### config.mk
export PLATFORM = sky130hd
export DESIGN_NAME = uart_transceiver_flat
export DESIGN_NICKNAME = d
export VERILOG_FILES = /design/src/rtl/uart_transceiver_if.sv /design/src/rtl/uart_transceiver.sv /design/src/flat_wrapper.sv
export SDC_FILE = /design/constraint.sdc
export NUM_CORES = 1
export LEC_CHECK = 0
export CORE_MARGIN = 5
export CORE_UTILIZATION = 62
export CTS_CLUSTER_SIZE = 12
export DETAILED_ROUTE_END_ITERATION = 10
export PLACE_DENSITY = 0.84
export RECOVER_POWER = 100
export SLEW_MARGIN = 5
export SYNTH_ARGS = -nofsm -noshare
export SYNTH_HDL_FRONTEND = slang
export SYNTH_SLANG_ARGS = --single-unit
### constraint.sdc
create_clock -name clk -period 4.2 [get_ports clk]
set_input_delay 0.42 -clock clk [delete_from_list [all_inputs] [get_ports clk]]
set_output_delay 0.42 -clock clk [all_outputs]
set_load 0.02 [all_outputs]
### src/rtl/uart_transceiver_if.sv
// uart_transceiver_if: system-side receive/transmit handshake bundle for uart_transceiver.
interface uart_transceiver_if #(
    parameter int PAYLOAD_BITS = 8
);
    logic                    uart_rx_en;
    logic                    uart_rx_valid;
    logic                    uart_rx_break;
    logic [PAYLOAD_BITS-1:0] uart_rx_data;
    logic                    uart_tx_en;
    logic [PAYLOAD_BITS-1:0] uart_tx_data;
    logic                    uart_tx_busy;

    modport master (
        output uart_rx_en, uart_tx_en, uart_tx_data,
        input  uart_rx_valid, uart_rx_break, uart_rx_data, uart_tx_busy
    );

    modport slave (
        input  uart_rx_en, uart_tx_en, uart_tx_data,
        output uart_rx_valid, uart_rx_break, uart_rx_data, uart_tx_busy
    );
endinterface

### src/rtl/uart_transceiver.sv
// uart_transceiver: full-duplex 8N1 UART with fixed clock/baud ratio, glitch-rejecting RX and BREAK detection.
module uart_transceiver #(
    parameter int CLK_HZ       = 25000000,
    parameter int BIT_RATE     = 9600,
    parameter int PAYLOAD_BITS = 8
) (
    input  logic              clk,
    input  logic              rst,
    input  logic              uart_rxd,
    output logic              uart_txd,
    uart_transceiver_if.slave bus
);
    localparam int CPB = CLK_HZ / BIT_RATE;
    localparam int CW  = $clog2(CPB);
    localparam int BW  = $clog2(PAYLOAD_BITS + 1);
    localparam logic [CW-1:0] BIT_END  = CW'(CPB - 1);
    localparam logic [CW-1:0] HALF_END = CW'(CPB / 2 - 1);
    localparam logic [BW-1:0] LAST_BIT = BW'(PAYLOAD_BITS - 1);

    typedef enum logic [1:0] {IDLE, START, DATA, STOP} state_t;

    logic [2:0]              sync_q, sync_d;
    logic                    rxs, rx_fall;
    state_t                  rx_state_q, rx_state_d;
    logic [CW-1:0]           rx_cnt_q, rx_cnt_d;
    logic [BW-1:0]           rx_bit_q, rx_bit_d;
    logic [PAYLOAD_BITS-1:0] rx_sh_q, rx_sh_d;
    logic [PAYLOAD_BITS-1:0] rx_data_q, rx_data_d;
    logic                    rx_valid_q, rx_valid_d;
    logic                    rx_break_q, rx_break_d;

    state_t                  tx_state_q, tx_state_d;
    logic [CW-1:0]           tx_cnt_q, tx_cnt_d;
    logic [BW-1:0]           tx_bit_q, tx_bit_d;
    logic [PAYLOAD_BITS-1:0] tx_sh_q, tx_sh_d;
    logic                    txd_q, txd_d;
    logic                    tx_busy_q, tx_busy_d;

    // Start detection needs a high-to-low transition so a line still low after a bad stop bit or BREAK is not re-read as a frame
    assign sync_d  = {sync_q[1:0], uart_rxd};
    assign rxs     = sync_q[1];
    assign rx_fall = sync_q[2] & ~sync_q[1];

    always_comb begin
        rx_state_d = rx_state_q;
        rx_cnt_d   = rx_cnt_q + 1'b1;
        rx_bit_d   = rx_bit_q;
        rx_sh_d    = rx_sh_q;
        rx_data_d  = rx_data_q;
        rx_valid_d = 1'b0;
        rx_break_d = 1'b0;
        case (rx_state_q)
            IDLE: begin
                rx_cnt_d   = CW'(1);
                rx_bit_d   = '0;
                rx_state_d = rx_fall ? START : IDLE;
            end
            START: if (rx_cnt_q == HALF_END) begin
                rx_cnt_d   = '0;
                rx_state_d = rxs ? IDLE : DATA;
            end
            DATA: if (rx_cnt_q == BIT_END) begin
                rx_cnt_d   = '0;
                rx_sh_d    = PAYLOAD_BITS'({rxs, rx_sh_q} >> 1);
                rx_bit_d   = rx_bit_q + 1'b1;
                rx_state_d = (rx_bit_q == LAST_BIT) ? STOP : DATA;
            end
            default: if (rx_cnt_q == BIT_END) begin
                rx_state_d = IDLE;
                rx_valid_d = rxs || (rx_sh_q == '0);
                rx_break_d = !rxs && (rx_sh_q == '0);
                rx_data_d  = rx_valid_d ? rx_sh_q : rx_data_q;
            end
        endcase
        if (!bus.uart_rx_en) begin
            rx_state_d = IDLE;
            rx_valid_d = 1'b0;
            rx_break_d = 1'b0;
            rx_data_d  = rx_data_q;
        end
    end

    always_comb begin
        tx_state_d = tx_state_q;
        tx_cnt_d   = tx_cnt_q + 1'b1;
        tx_bit_d   = tx_bit_q;
        tx_sh_d    = tx_sh_q;
        txd_d      = txd_q;
        tx_busy_d  = tx_busy_q;
        case (tx_state_q)
            IDLE: begin
                tx_cnt_d = '0;
                tx_bit_d = '0;
                if (bus.uart_tx_en) begin
                    tx_state_d = START;
                    tx_sh_d    = bus.uart_tx_data;
                    txd_d      = 1'b0;
                    tx_busy_d  = 1'b1;
                end
            end
            START: if (tx_cnt_q == BIT_END) begin
                tx_state_d = DATA;
                tx_cnt_d   = '0;
                txd_d      = tx_sh_q[0];
            end
            DATA: if (tx_cnt_q == BIT_END) begin
                tx_cnt_d   = '0;
                tx_bit_d   = tx_bit_q + 1'b1;
                tx_sh_d    = tx_sh_q >> 1;
                tx_state_d = (tx_bit_q == LAST_BIT) ? STOP : DATA;
                txd_d      = (tx_bit_q == LAST_BIT) ? 1'b1 : tx_sh_d[0];
            end
            default: if (tx_cnt_q == BIT_END) begin
                tx_state_d = IDLE;
                tx_busy_d  = 1'b0;
            end
        endcase
    end

    always_ff @(posedge clk) begin
        if (rst) begin
            sync_q     <= 3'b111;
            rx_state_q <= IDLE;
            rx_cnt_q   <= '0;
            rx_bit_q   <= '0;
            rx_sh_q    <= '0;
            rx_data_q  <= '0;
            rx_valid_q <= 1'b0;
            rx_break_q <= 1'b0;
            tx_state_q <= IDLE;
            tx_cnt_q   <= '0;
            tx_bit_q   <= '0;
            tx_sh_q    <= '0;
            txd_q      <= 1'b1;
            tx_busy_q  <= 1'b0;
        end else begin
            sync_q     <= sync_d;
            rx_state_q <= rx_state_d;
            rx_cnt_q   <= rx_cnt_d;
            rx_bit_q   <= rx_bit_d;
            rx_sh_q    <= rx_sh_d;
            rx_data_q  <= rx_data_d;
            rx_valid_q <= rx_valid_d;
            rx_break_q <= rx_break_d;
            tx_state_q <= tx_state_d;
            tx_cnt_q   <= tx_cnt_d;
            tx_bit_q   <= tx_bit_d;
            tx_sh_q    <= tx_sh_d;
            txd_q      <= txd_d;
            tx_busy_q  <= tx_busy_d;
        end
    end

    assign uart_txd          = txd_q;
    assign bus.uart_tx_busy  = tx_busy_q;
    assign bus.uart_rx_valid = rx_valid_q;
    assign bus.uart_rx_break = rx_break_q;
    assign bus.uart_rx_data  = rx_data_q;
endmodule

### src/flat_wrapper.sv
// flat-port wrapper written by rule: the top's interface ports become plain ports
module uart_transceiver_flat 
#(
    parameter int CLK_HZ       = 25000000,
    parameter int BIT_RATE     = 9600,
    parameter int PAYLOAD_BITS = 8
)
  (clk, rst, uart_rxd, uart_txd, bus_uart_rx_en, bus_uart_tx_en, bus_uart_tx_data, bus_uart_rx_valid, bus_uart_rx_break, bus_uart_rx_data, bus_uart_tx_busy);
  uart_transceiver_if #(.PAYLOAD_BITS(PAYLOAD_BITS)) bus_i ();
  input  logic clk;
  input  logic rst;
  input  logic uart_rxd;
  output logic uart_txd;
  input wire logic [$bits(bus_i.uart_rx_en)-1:0] bus_uart_rx_en;
  input wire logic [$bits(bus_i.uart_tx_en)-1:0] bus_uart_tx_en;
  input wire logic [$bits(bus_i.uart_tx_data)-1:0] bus_uart_tx_data;
  output wire logic [$bits(bus_i.uart_rx_valid)-1:0] bus_uart_rx_valid;
  output wire logic [$bits(bus_i.uart_rx_break)-1:0] bus_uart_rx_break;
  output wire logic [$bits(bus_i.uart_rx_data)-1:0] bus_uart_rx_data;
  output wire logic [$bits(bus_i.uart_tx_busy)-1:0] bus_uart_tx_busy;
  assign bus_i.uart_rx_en = bus_uart_rx_en;
  assign bus_i.uart_tx_en = bus_uart_tx_en;
  assign bus_i.uart_tx_data = bus_uart_tx_data;
  assign bus_uart_rx_valid = bus_i.uart_rx_valid;
  assign bus_uart_rx_break = bus_i.uart_rx_break;
  assign bus_uart_rx_data = bus_i.uart_rx_data;
  assign bus_uart_tx_busy = bus_i.uart_tx_busy;
  uart_transceiver #(.CLK_HZ(CLK_HZ), .BIT_RATE(BIT_RATE), .PAYLOAD_BITS(PAYLOAD_BITS)) u_core (.clk(clk), .rst(rst), .uart_rxd(uart_rxd), .uart_txd(uart_txd), .bus(bus_i));
endmodule
# Word-level counts from Yosys, hierarchy flattened
# Index checks and enable logic that the tools add are counted.
dict set report classes {
  bitwise_logic 6
  add_sub_neg 4
  n_mux 33
  div_mod_pow 0
  n_reduce_logical 24
  n_eq_ne 14
  n_shift 0
  order_cmp 0
  n_mul 0
}
# operator count
set ops {}
lappend ops {{12-bit 2-to-1 mux} 3}
lappend ops {{12-bit case mux with 3 select lines} 1}
lappend ops {{12-bit by 1-bit adder with 12-bit output (second input constant)} 2}
lappend ops {{12-bit equality test (second input constant)} 2}
lappend ops {{12-bit case mux with 2 select lines} 1}
lappend ops {{2-bit 2-to-1 mux} 8}
lappend ops {{8-bit 2-to-1 mux} 2}
lappend ops {{4-bit case mux with 2 select lines} 2}
lappend ops {{8-bit case mux with 2 select lines} 1}
lappend ops {{12-bit by 11-bit equality test with 1-bit output (second input constant)} 1}
lappend ops {{2-bit case mux with 3 select lines} 2}
lappend ops {{4-bit AND reduction} 3}
lappend ops {{1-bit 2-to-1 mux} 9}
lappend ops {{3-bit AND reduction} 3}
lappend ops {{4-bit by 1-bit adder with 4-bit output (second input constant)} 2}
lappend ops {{4-bit by 3-bit equality test with 1-bit output (second input constant)} 2}
lappend ops {{8-bit logical NOT} 1}
lappend ops {{4-bit 2-to-1 mux} 2}
lappend ops {{2-bit by 1-bit inequality test with 1-bit output (second input constant)} 4}
lappend ops {{2-bit AND reduction} 3}
lappend ops {{2-bit nonzero test} 3}
lappend ops {{3-bit nonzero test} 2}
lappend ops {{6-bit OR reduction} 1}
lappend ops {{1-bit NOT} 5}
lappend ops {{12 further kinds} 16}
dict set report word_totals {
  out_inout_bits 12
  romBits 0
  reg_bits 67
  input_bits 13
  word_cells 95
  mem_count 0
  latch_bits 0
  ram_bits 0
}

# Longest topological paths before layout
# Gate-level depths: netlist of run 1.
dict set report logic_depth {
  word_depth 4
  ltp_mapped 8
  ltp_nobuf 6
}

# Worst setup path before layout of run 1
# No wires, ideal clock.
dict set report synth_timing {
  kind {register to register}
  startpoint {register u_core.rx_cnt_q[0]}
  endpoint {register u_core.rx_bit_q[1]}
  path_slack_ps 2296
  arrival_ps 1829
  path_stages_with_launch 7
  n_path_buf 1
  path_cell_list {dfxtp_1 > ha_1 > and3_1 > clkbuf_1 > nand3_1 > or4b_1 > a31oi_1}
}
dict set report synth_via {
  elab_chain_cells 3
}
# element line
set synth_rtl {}
lappend synth_rtl {{from (decl)} uart_transceiver.sv:25} ;# logic [CW-1:0] rx_cnt_q, rx_cnt_d;
lappend synth_rtl {{from (signal assigned)} uart_transceiver.sv:139} ;# rx_cnt_q <= rx_cnt_d;
lappend synth_rtl {{12-bit equality test} uart_transceiver.sv:62} ;# DATA: if (rx_cnt_q == BIT_END) begin
lappend synth_rtl {{2-bit by 1-bit inequality test with 1-bit output (no source line)} --}
lappend synth_rtl {{2-bit AND reduction (no source line)} --}
lappend synth_rtl {{to (signal assigned)} uart_transceiver.sv:140} ;# rx_bit_q <= rx_bit_d;
lappend synth_rtl {{to (decl)} uart_transceiver.sv:26} ;# logic [BW-1:0] rx_bit_q, rx_bit_d;
# Every way passes these cells.
# A chain may end at the register's enable or synchronous reset.

# Final worst setup path of run 1
dict set report layout_timing {
  startpoint {register u_core.tx_cnt_q[4]}
  endpoint {register u_core.tx_sh_q[4]}
}
dict set report layout_via {
  elab_chain_cells 3
}
# element line
set layout_rtl {}
lappend layout_rtl {{from (decl)} uart_transceiver.sv:33} ;# logic [CW-1:0] tx_cnt_q, tx_cnt_d;
lappend layout_rtl {{from (signal assigned)} uart_transceiver.sv:146} ;# tx_cnt_q <= tx_cnt_d;
lappend layout_rtl {{12-bit equality test} uart_transceiver.sv:106} ;# DATA: if (tx_cnt_q == BIT_END) begin
lappend layout_rtl {{2-bit by 1-bit inequality test with 1-bit output (no source line)} --}
lappend layout_rtl {{3-bit AND reduction (no source line)} --}
lappend layout_rtl {{to (signal assigned)} uart_transceiver.sv:148} ;# tx_sh_q <= tx_sh_d;
lappend layout_rtl {{to (decl)} uart_transceiver.sv:35} ;# logic [PAYLOAD_BITS-1:0] tx_sh_q, tx_sh_d;
# Every way passes these cells.

==> PnR_summary.wiki, run 1 <==
{| class="wikitable"
! Metric !! Value
|-
| Headroom to the max-slew limit || -20.57%
|-
| Main synth FF type || dfxtp_1
|-
| Post-synthesis to final-layout area growth || 14.60%
|-
| Y dimension of the die || 81.81 um
|-
| Total routed wirelength || 6.758 mm
|-
| Final nets || 403
|-
| Number of instances in the synthesized netlist || 360
|-
| Critical path start-end classification || reg -> reg
|-
| # hold bufs at CTS || 0
|-
| Die outline area || 0.006692 sq mm
|-
| Cells on Worst Hold Path || 1
|-
| Total placed cells including tap cells || 440
|-
| Wire length of the first global-routing pass || 11.66 mm
|-
| Post-route standard cell area excluding fillers || 0.003664 sq mm
|-
| Routed length on met3 || 261 um
|-
| Violated checks || max-capacitance violations, max-slew violations
|-
| Total chip power || 0.001766 W
|-
| Final weighted congestion in routability-driven placement || 0.8186
|-
| Count of flip-flops with a built-in enable after synthesis || 0
|-
| Avg Cell Area, Syn || 8.880 sq um
|-
| Antenna violations before repair || 0
|-
| Post-detailed-route DRC marker count || 0
|-
| Yosys warning count || 0
|-
| Standard cell core area || 0.005042 sq mm
|-
| Clock Skews || 10.97 ps
|-
| Top cells by area in the synthesized netlist || dfxtp_1 42%, mux2i_1 5.0%, nor2_1 4.6%, a21oi_1 4.2%, nand3_1 4.1%
|-
| Pin count of the biggest net entering global routing || 27
|-
| Vias || 2,723
|-
| Starting Density || 63.40%
|-
| Post-CTS Setup Inserts || 0
|-
| Total standard cell area after synthesis || 0.003197 sq mm
|-
| Cell chosen for the clock root || clkbuf_8
|-
| TritonRoute pass-1 iters || 4
|-
| Die Width || 81.81 um
|-
| Crit path capture type || flip-flop
|-
| Global router's overall resource usage || 22.28%
|-
| Sequential-to-total area share from yosys stat || 41.96%
|-
| Post-synthesis cell type count || 55
|-
| Most frequently used cell type in the post-synthesis netlist || dfxtp_1
|-
| Max-cap violations || 1
|-
| Clock-pin slew reported for the worst setup and hold paths after clock tree synthesis || 70 ps
|-
| Number of global-route vias before repair || 2,618
|-
| Area of placed instances || 0.003461 sq mm
|-
| Peak clock frequency supported by timing || 327.6 MHz
|-
| Number of cells traversed by the worst register-to-register path || 4
|-
| Number of top-level design ports || 25
|-
| Share of the clock period used by the worst path || 72.68%
|-
| Number of standard-cell rows in the floorplan || 26
|-
| Max rail drop VDD || 0.0003707 V
|-
| Share of cells above drive strength 1 || 6.218%
|-
| Amount of wire on met2 after detailed routing || 3.355 mm
|-
| RSZ-0062 raised after global routing || false
|-
| Metal1 wirelength || 2.952 mm
|-
| Critical Path AT || 3280 ps
|-
| Max-slew violation total from the final report || 18
|-
| Buffer levels on the longest clock path || 2
|-
| TritonCTS clock tree || done
|-
| DRT antenna net count || 0
|-
| Sink Count || 67
|-
| Post-Syn Nets || 382
|-
| Hold Violations, Final || 0
|-
| Post-Layout Cell Count || 456
|-
| Min-delay worst type || reg -> reg
|-
| CP max FO || 17
|-
| Post-synthesis cell type with the largest combined area || dfxtp_1
|-
| ANT cells || 0
|-
| Share of flip-flops with an asynchronous set or reset after synthesis || 0%
|-
| Power Density || 482.1 mW/mm^2
|-
| Setup TNS Final || 0 ps
|-
| Top layer reached by signal wires || met4
|-
| Top-area cell type share of the netlist area || 41.96%
|-
| Outcome || finished, violations left
|-
| Clock period minus worst slack || 3053 ps
|-
| Clock latency at the later pin of the worst-skew pair || 330 ps
|-
| Half-perimeter wire length after detailed placement || 4.721 mm
|-
| Wire length per cell after detailed routing || 14.82 um
|-
| Worst Setup Start Kind || flip-flop
|-
| Via density || 5.971
|-
| Port Buf Inserts || 24
|-
| Commonest cells in the netlist || 67 x dfxtp_1, 39 x nor2_1, 27 x a21oi_1, 26 x nand3_1, 21 x nand2_1
|-
| Standby leakage power || 1.284 nW
|-
| Data required time at the worst endpoint || 4430 ps
|-
| Total clock buffers created by CTS || 9
|-
| Measured slew at the worst slew-check pin || 1793 ps
|-
| Cells resized by post-CTS repair || 0
|-
| Violation count after the first detailed-routing iteration || 188
|-
| Remaining Overflow, GRT || 0
|-
| Count of H-tree levels built during CTS || 3
|-
| Synthesized flop and latch total || 67
|-
| Setup-failing EPs final || 0
|}
-- kinds of logic (layout without fill, tap and decap cells) --
family	after synthesis	count (layout)	share of synthesized area [%]
AND/OR/NAND/NOR	145	145	24.85
adder cells (fa/ha/maj)	9	9	3.523
multiplexers	16	16	5.010
AO/OA/AOI/OAI	78	78	15.81
flip-flops	67	67	41.96
buffers and inverters	26	52	3.640
XOR/XNOR	19	19	5.205
-- sequential cells by signal (all words and copies together), names as in the netlist, 3 cells and up --
| signal | cells |
|---|---|
| u_core.bus.uart_rx_data | 8 |
| u_core.rx_bit_q | 4 |
| u_core.rx_cnt_q | 12 |
| u_core.rx_sh_q | 8 |
| u_core.sync_q | 3 |
| u_core.tx_bit_q | 4 |
| u_core.tx_cnt_q | 12 |
| u_core.tx_sh_q | 8 |
-- layer usage --
metal  up-vias  track usage, %
met4         0           11.13
met1      1293           26.78
met5         -               0
li1       1356               -
met3        16           4.167
met2        58           37.88
-- final timing paths --
| path | from | endpoint | slack (ps) |
|---|---|---|---|
| worst max-delay path | u_core.tx_cnt_q[4]$_SDFF_PP0_ | u_core.tx_sh_q[4]$_SDFFE_PP0P_ | 1150 |
| worst min-delay path | u_core.sync_q[0]$_SDFF_PP1_ | u_core.sync_q[1]$_SDFF_PP1_ | 410 |
| worst max register to register | u_core.tx_cnt_q[4]$_SDFF_PP0_ | u_core.tx_sh_q[4]$_SDFFE_PP0P_ | 1150 |
| worst min register to register | u_core.sync_q[0]$_SDFF_PP1_ | u_core.sync_q[1]$_SDFF_PP1_ | 410 |
-- through the flow --
| stage | hold WS (ps) | utilization [%] | setup slack (ps) |
|---|---|---|---|
| 3_5_place_dp | 399.8 | 68.64 | 1646 |
| 3_3_place_gp | 398.9 | 68.64 | 1734 |
| 4_1_cts | 417.2 | 73.15 | 1982 |
| 5_1_grt | 434.2 | 72.66 | 898.1 |
| 2_1_floorplan | 389.5 | - | 2296 |
| 6_report | 413.5 | 72.66 | 1147 |
-- layout make-up --
type	instances	area (sq um)
multi-input cells	267	1718
fillers	393	1379
flip-flops and latches	67	1341
repair buffers	26	251.5
clock buffers	12	155.1
well taps	70	87.58
clock inverters	4	72.57
inverters	10	37.54
-- cell usage in the layout (no fill, tap or decap), types with 3 or more instances in the layout --
| master | synthesis | routed |
|---|---|---|
| clkbuf_8 | 0 | 11 |
| nor3_1 | 10 | 10 |
| a311oi_1 | 8 | 8 |
| xnor2_1 | 12 | 12 |
| dlygate4sd3_1 | 0 | 13 |
| nor2_1 | 39 | 39 |
| nand2b_1 | 3 | 3 |
| a31oi_1 | 4 | 4 |
| clkdlybuf4s50_1 | 0 | 11 |
| inv_1 | 9 | 9 |
| a41oi_1 | 3 | 3 |
| nor4_1 | 5 | 5 |
| and3_1 | 4 | 4 |
| nand4bb_1 | 3 | 3 |
| a21boi_0 | 2 | 3 |
| nand3_1 | 26 | 26 |
| nand4_1 | 4 | 4 |
| dfxtp_1 | 67 | 67 |
| or4_1 | 4 | 5 |
| nor4bb_1 | 3 | 3 |
| mux2i_1 | 16 | 16 |
| nand2_1 | 21 | 21 |
| or2_2 | 4 | 4 |
| xor2_1 | 7 | 7 |
| a21oi_1 | 27 | 28 |
| ha_1 | 9 | 9 |
| or3_1 | 3 | 3 |
| o21ai_0 | 19 | 20 |
-- power breakdown --
group	switching, W	total (W)	internal, W
combinational	0.000259	0.000435	0.000176
clock	0.000237	0.000603	0.000366
sequential	0.0000360	0.000728	0.000692
-- worst max-delay path: stages, from the launching register on --
cell and delay (ps):
dfxtp_1 390, or4_1 600, o31ai_1 1450, a21oi_1 180, a311oi_1 340
Power figures use the tool's default switching activity.
==> run 2: changes to the inputs <==
--- a/config.mk
+++ b/config.mk
@@ -6,10 +6,10 @@
 export NUM_CORES = 1
 export LEC_CHECK = 0
 export CORE_MARGIN = 5
-export CORE_UTILIZATION = 62
+export CORE_UTILIZATION = 52
 export CTS_CLUSTER_SIZE = 12
 export DETAILED_ROUTE_END_ITERATION = 10
-export PLACE_DENSITY = 0.84
+export PLACE_DENSITY = 0.75
 export RECOVER_POWER = 100
 export SLEW_MARGIN = 5
 export SYNTH_ARGS = -nofsm -noshare
==> constraint.sdc (replaced) <==
create_clock -name clk -period 2.8 [get_ports clk]
set_input_delay 0.28 -clock clk [delete_from_list [all_inputs] [get_ports clk]]
set_output_delay 0.28 -clock clk [all_outputs]
set_load 0.02 [all_outputs]
==> PnR_summary.wiki, run 2 (synthesis gave the netlist of run 1 again) <==
{| class="wikitable"
! Metric !! Value
|-
| Outcome || finished, violations left
|-
| Violated checks || max-capacitance violations, max-slew violations
|-
| Origin of the worst min-delay path || u_core.sync_q[0]$_SDFF_PP1_
|-
| Via density || 5.711
|-
| Number of global-route vias before repair || 2,461
|-
| TritonRoute pass-1 iters || 4
|-
| Setup TNS Final || 0 ps
|-
| Clock network fraction of total power || 33.6%
|-
| Most frequent standard cell in the layout excluding fill and tap cells || dfxtp_1
|-
| Max-slew violation total from the final report || 40
|-
| Clock period minus worst slack || 2277 ps
|-
| Crit path capture type || flip-flop
|-
| Number of top-level design ports || 25
|-
| Gate family responsible for the most delay along the worst path || buffers and inverters
|-
| Cell chosen for the clock root || clkbuf_8
|-
| Wire length of the first global-routing pass || 11.33 mm
|-
| Highest-count cells in the layout ignoring fill and taps || 67 x dfxtp_1, 39 x nor2_1, 27 x a21oi_1
|-
| Post-Place Worst Slack || 636.9 ps
|-
| Max rail drop VDD || 0.0006334 V
|-
| Reg power frac || 41.2%
|-
| Antenna violations before repair || 0
|-
| ANT cells || 0
|-
| Worst Setup Start Kind || primary input
|-
| Worst stage delay on the critical path || 1210 ps
|-
| Critical Path AT || 2430 ps
|-
| Total internal power || 0.001828 W
|-
| RSZ-0062 raised after global routing || false
|-
| Final weighted congestion in routability-driven placement || 0.8557
|-
| Cell with the biggest individual delay on the critical path || clkbuf_1
|-
| Count of H-tree levels built during CTS || 3
|-
| DRT antenna net count || 0
|-
| Final nets || 405
|-
| Global router's overall resource usage || 18.11%
|-
| Post-detailed-route DRC marker count || 0
|-
| # hold bufs at CTS || 0
|-
| CP max FO || 39
|-
| Total clock buffers created by CTS || 9
|-
| Cells resized by post-CTS repair || 0
|-
| Max-cap violations || 1
|-
| Net load switching power || 0.0008229 W
|-
| Number of standard-cell rows in the floorplan || 28
|-
| Share of the clock period used by the worst path || 81.33%
|-
| Critical path buffer and inverter count || 2
|-
| Worst r2r src || u_core.tx_cnt_q[4]$_SDFF_PP0_
|-
| Min-delay worst type || reg -> reg
|-
| Die outline area || 0.007815 sq mm
|-
| Half-perimeter wire length after detailed placement || 4.628 mm
|-
| Standard cell core area || 0.005956 sq mm
|-
| Post-CTS Setup Inserts || 0
|-
| Clock latency at the later pin of the worst-skew pair || 340 ps
|-
| Headroom to the max-slew limit || -8.757%
|-
| Critical path start-end classification || in -> reg
|-
| Post-synthesis to final-layout area growth || 15.73%
|-
| Starting Density || 53.68%
|-
| Vias || 2,644
|-
| Share of cells above drive strength 1 || 7.474%
|-
| Y dimension of the die || 88.41 um
|-
| Clock Skews || 9.162 ps
|-
| Launch point of the critical path || rst
|-
| Total routed wirelength || 6.430 mm
|-
| Violation count after the first detailed-routing iteration || 206
|-
| Clock-pin slew reported for the worst setup and hold paths after clock tree synthesis || 80 ps
|-
| Wire length per cell after detailed routing || 13.89 um
|-
| Measured slew at the worst slew-check pin || 1631 ps
|-
| Port Buf Inserts || 24
|-
| Hold Violations, Final || 0
|-
| Largest registers || u_core.rx_cnt_q x12, u_core.tx_cnt_q x12
|-
| Combinational fraction of design power || 25.2%
|-
| Pin count of the biggest net entering global routing || 40
|-
| TritonCTS clock tree || done
|-
| Data required time at the worst endpoint || 2950 ps
|-
| Sink Count || 67
|-
| Setup-failing EPs final || 0
|-
| Setup ws final || 522.8 ps
|-
| Fraction of power spent switching nets || 31.04%
|-
| Remaining Overflow, GRT || 0
|-
| Peak clock frequency supported by timing || 439.1 MHz
|-
| Power Density || 716.6 mW/mm^2
|-
| Standby leakage power || 1.283 nW
|-
| Die Width || 88.41 um
|-
| Cell breakdown of the critical path || clkdlybuf4s50_1, clkbuf_1, nor3_1, nand2_1, o311ai_0
|-
| Buffer levels on the longest clock path || 2
|}
## run 2: final cells by class
cell class                      instances  area (sq um)
Clock inverter                          7         101.3
Tap cell                               75         93.84
Timing Repair Buffer                   28         262.8
Clock buffer                            9         123.9
Multi-Input combinational cell        267          1739
Inverter                               10         37.54
Sequential cell                        67          1341
Fill cell                             529          2256
## run 2: stage by stage
| stage | cell area (sq um) | instances | util, % | power, W | hold WS, ps |
|---|---|---|---|---|---|
| finish | 3700 | 463 | 62.12 | 0.002651 | 410.6 |
| CTS | 3707 | 463 | 62.25 | 0.002679 | 412.4 |
| floorplan | 3197 | 360 | - | 0.001626 | 383.8 |
| global route | 3700 | 463 | 62.12 | 0.002818 | 421.0 |
| detailed placement | 3482 | 447 | 58.47 | 0.001786 | 392.8 |
| global placement | 3482 | 447 | 58.47 | 0.001770 | 393.5 |
## run 2: power by group through the flow
stage,logic [W],clock network [W],registers (W)
after global routing,0.000753,0.000962,0.00110
after detailed placement,0.000673,0,0.00111
after CTS,0.000674,0.000912,0.00109
final,0.000668,0.000892,0.00109
after global placement,0.000658,0,0.00111
after floorplan,0.000510,0,0.00112
## run 2: path summary, 6_finish.rpt
kind                                        to  slack (ps)  cells after the start
min                u_core.sync_q[1]$_SDFF_PP1_         410                      1
max reg2reg      u_core.tx_cnt_q[7]$_SDFF_PP0_         650                      4
max          u_core.tx_state_q[0]$_SDFFE_PP0P_         520                      5
min reg2reg        u_core.sync_q[1]$_SDFF_PP1_         410                      1
## run 2: routing by layer
layer	vias to the layer above	part of all wire [%]	global-route usage, %
met5	-	0	0
met4	0	1.4	8.104
met3	10	2.8	2.980
met2	35	49	29.91
met1	1234	47	23.23
li1	1365	-	-
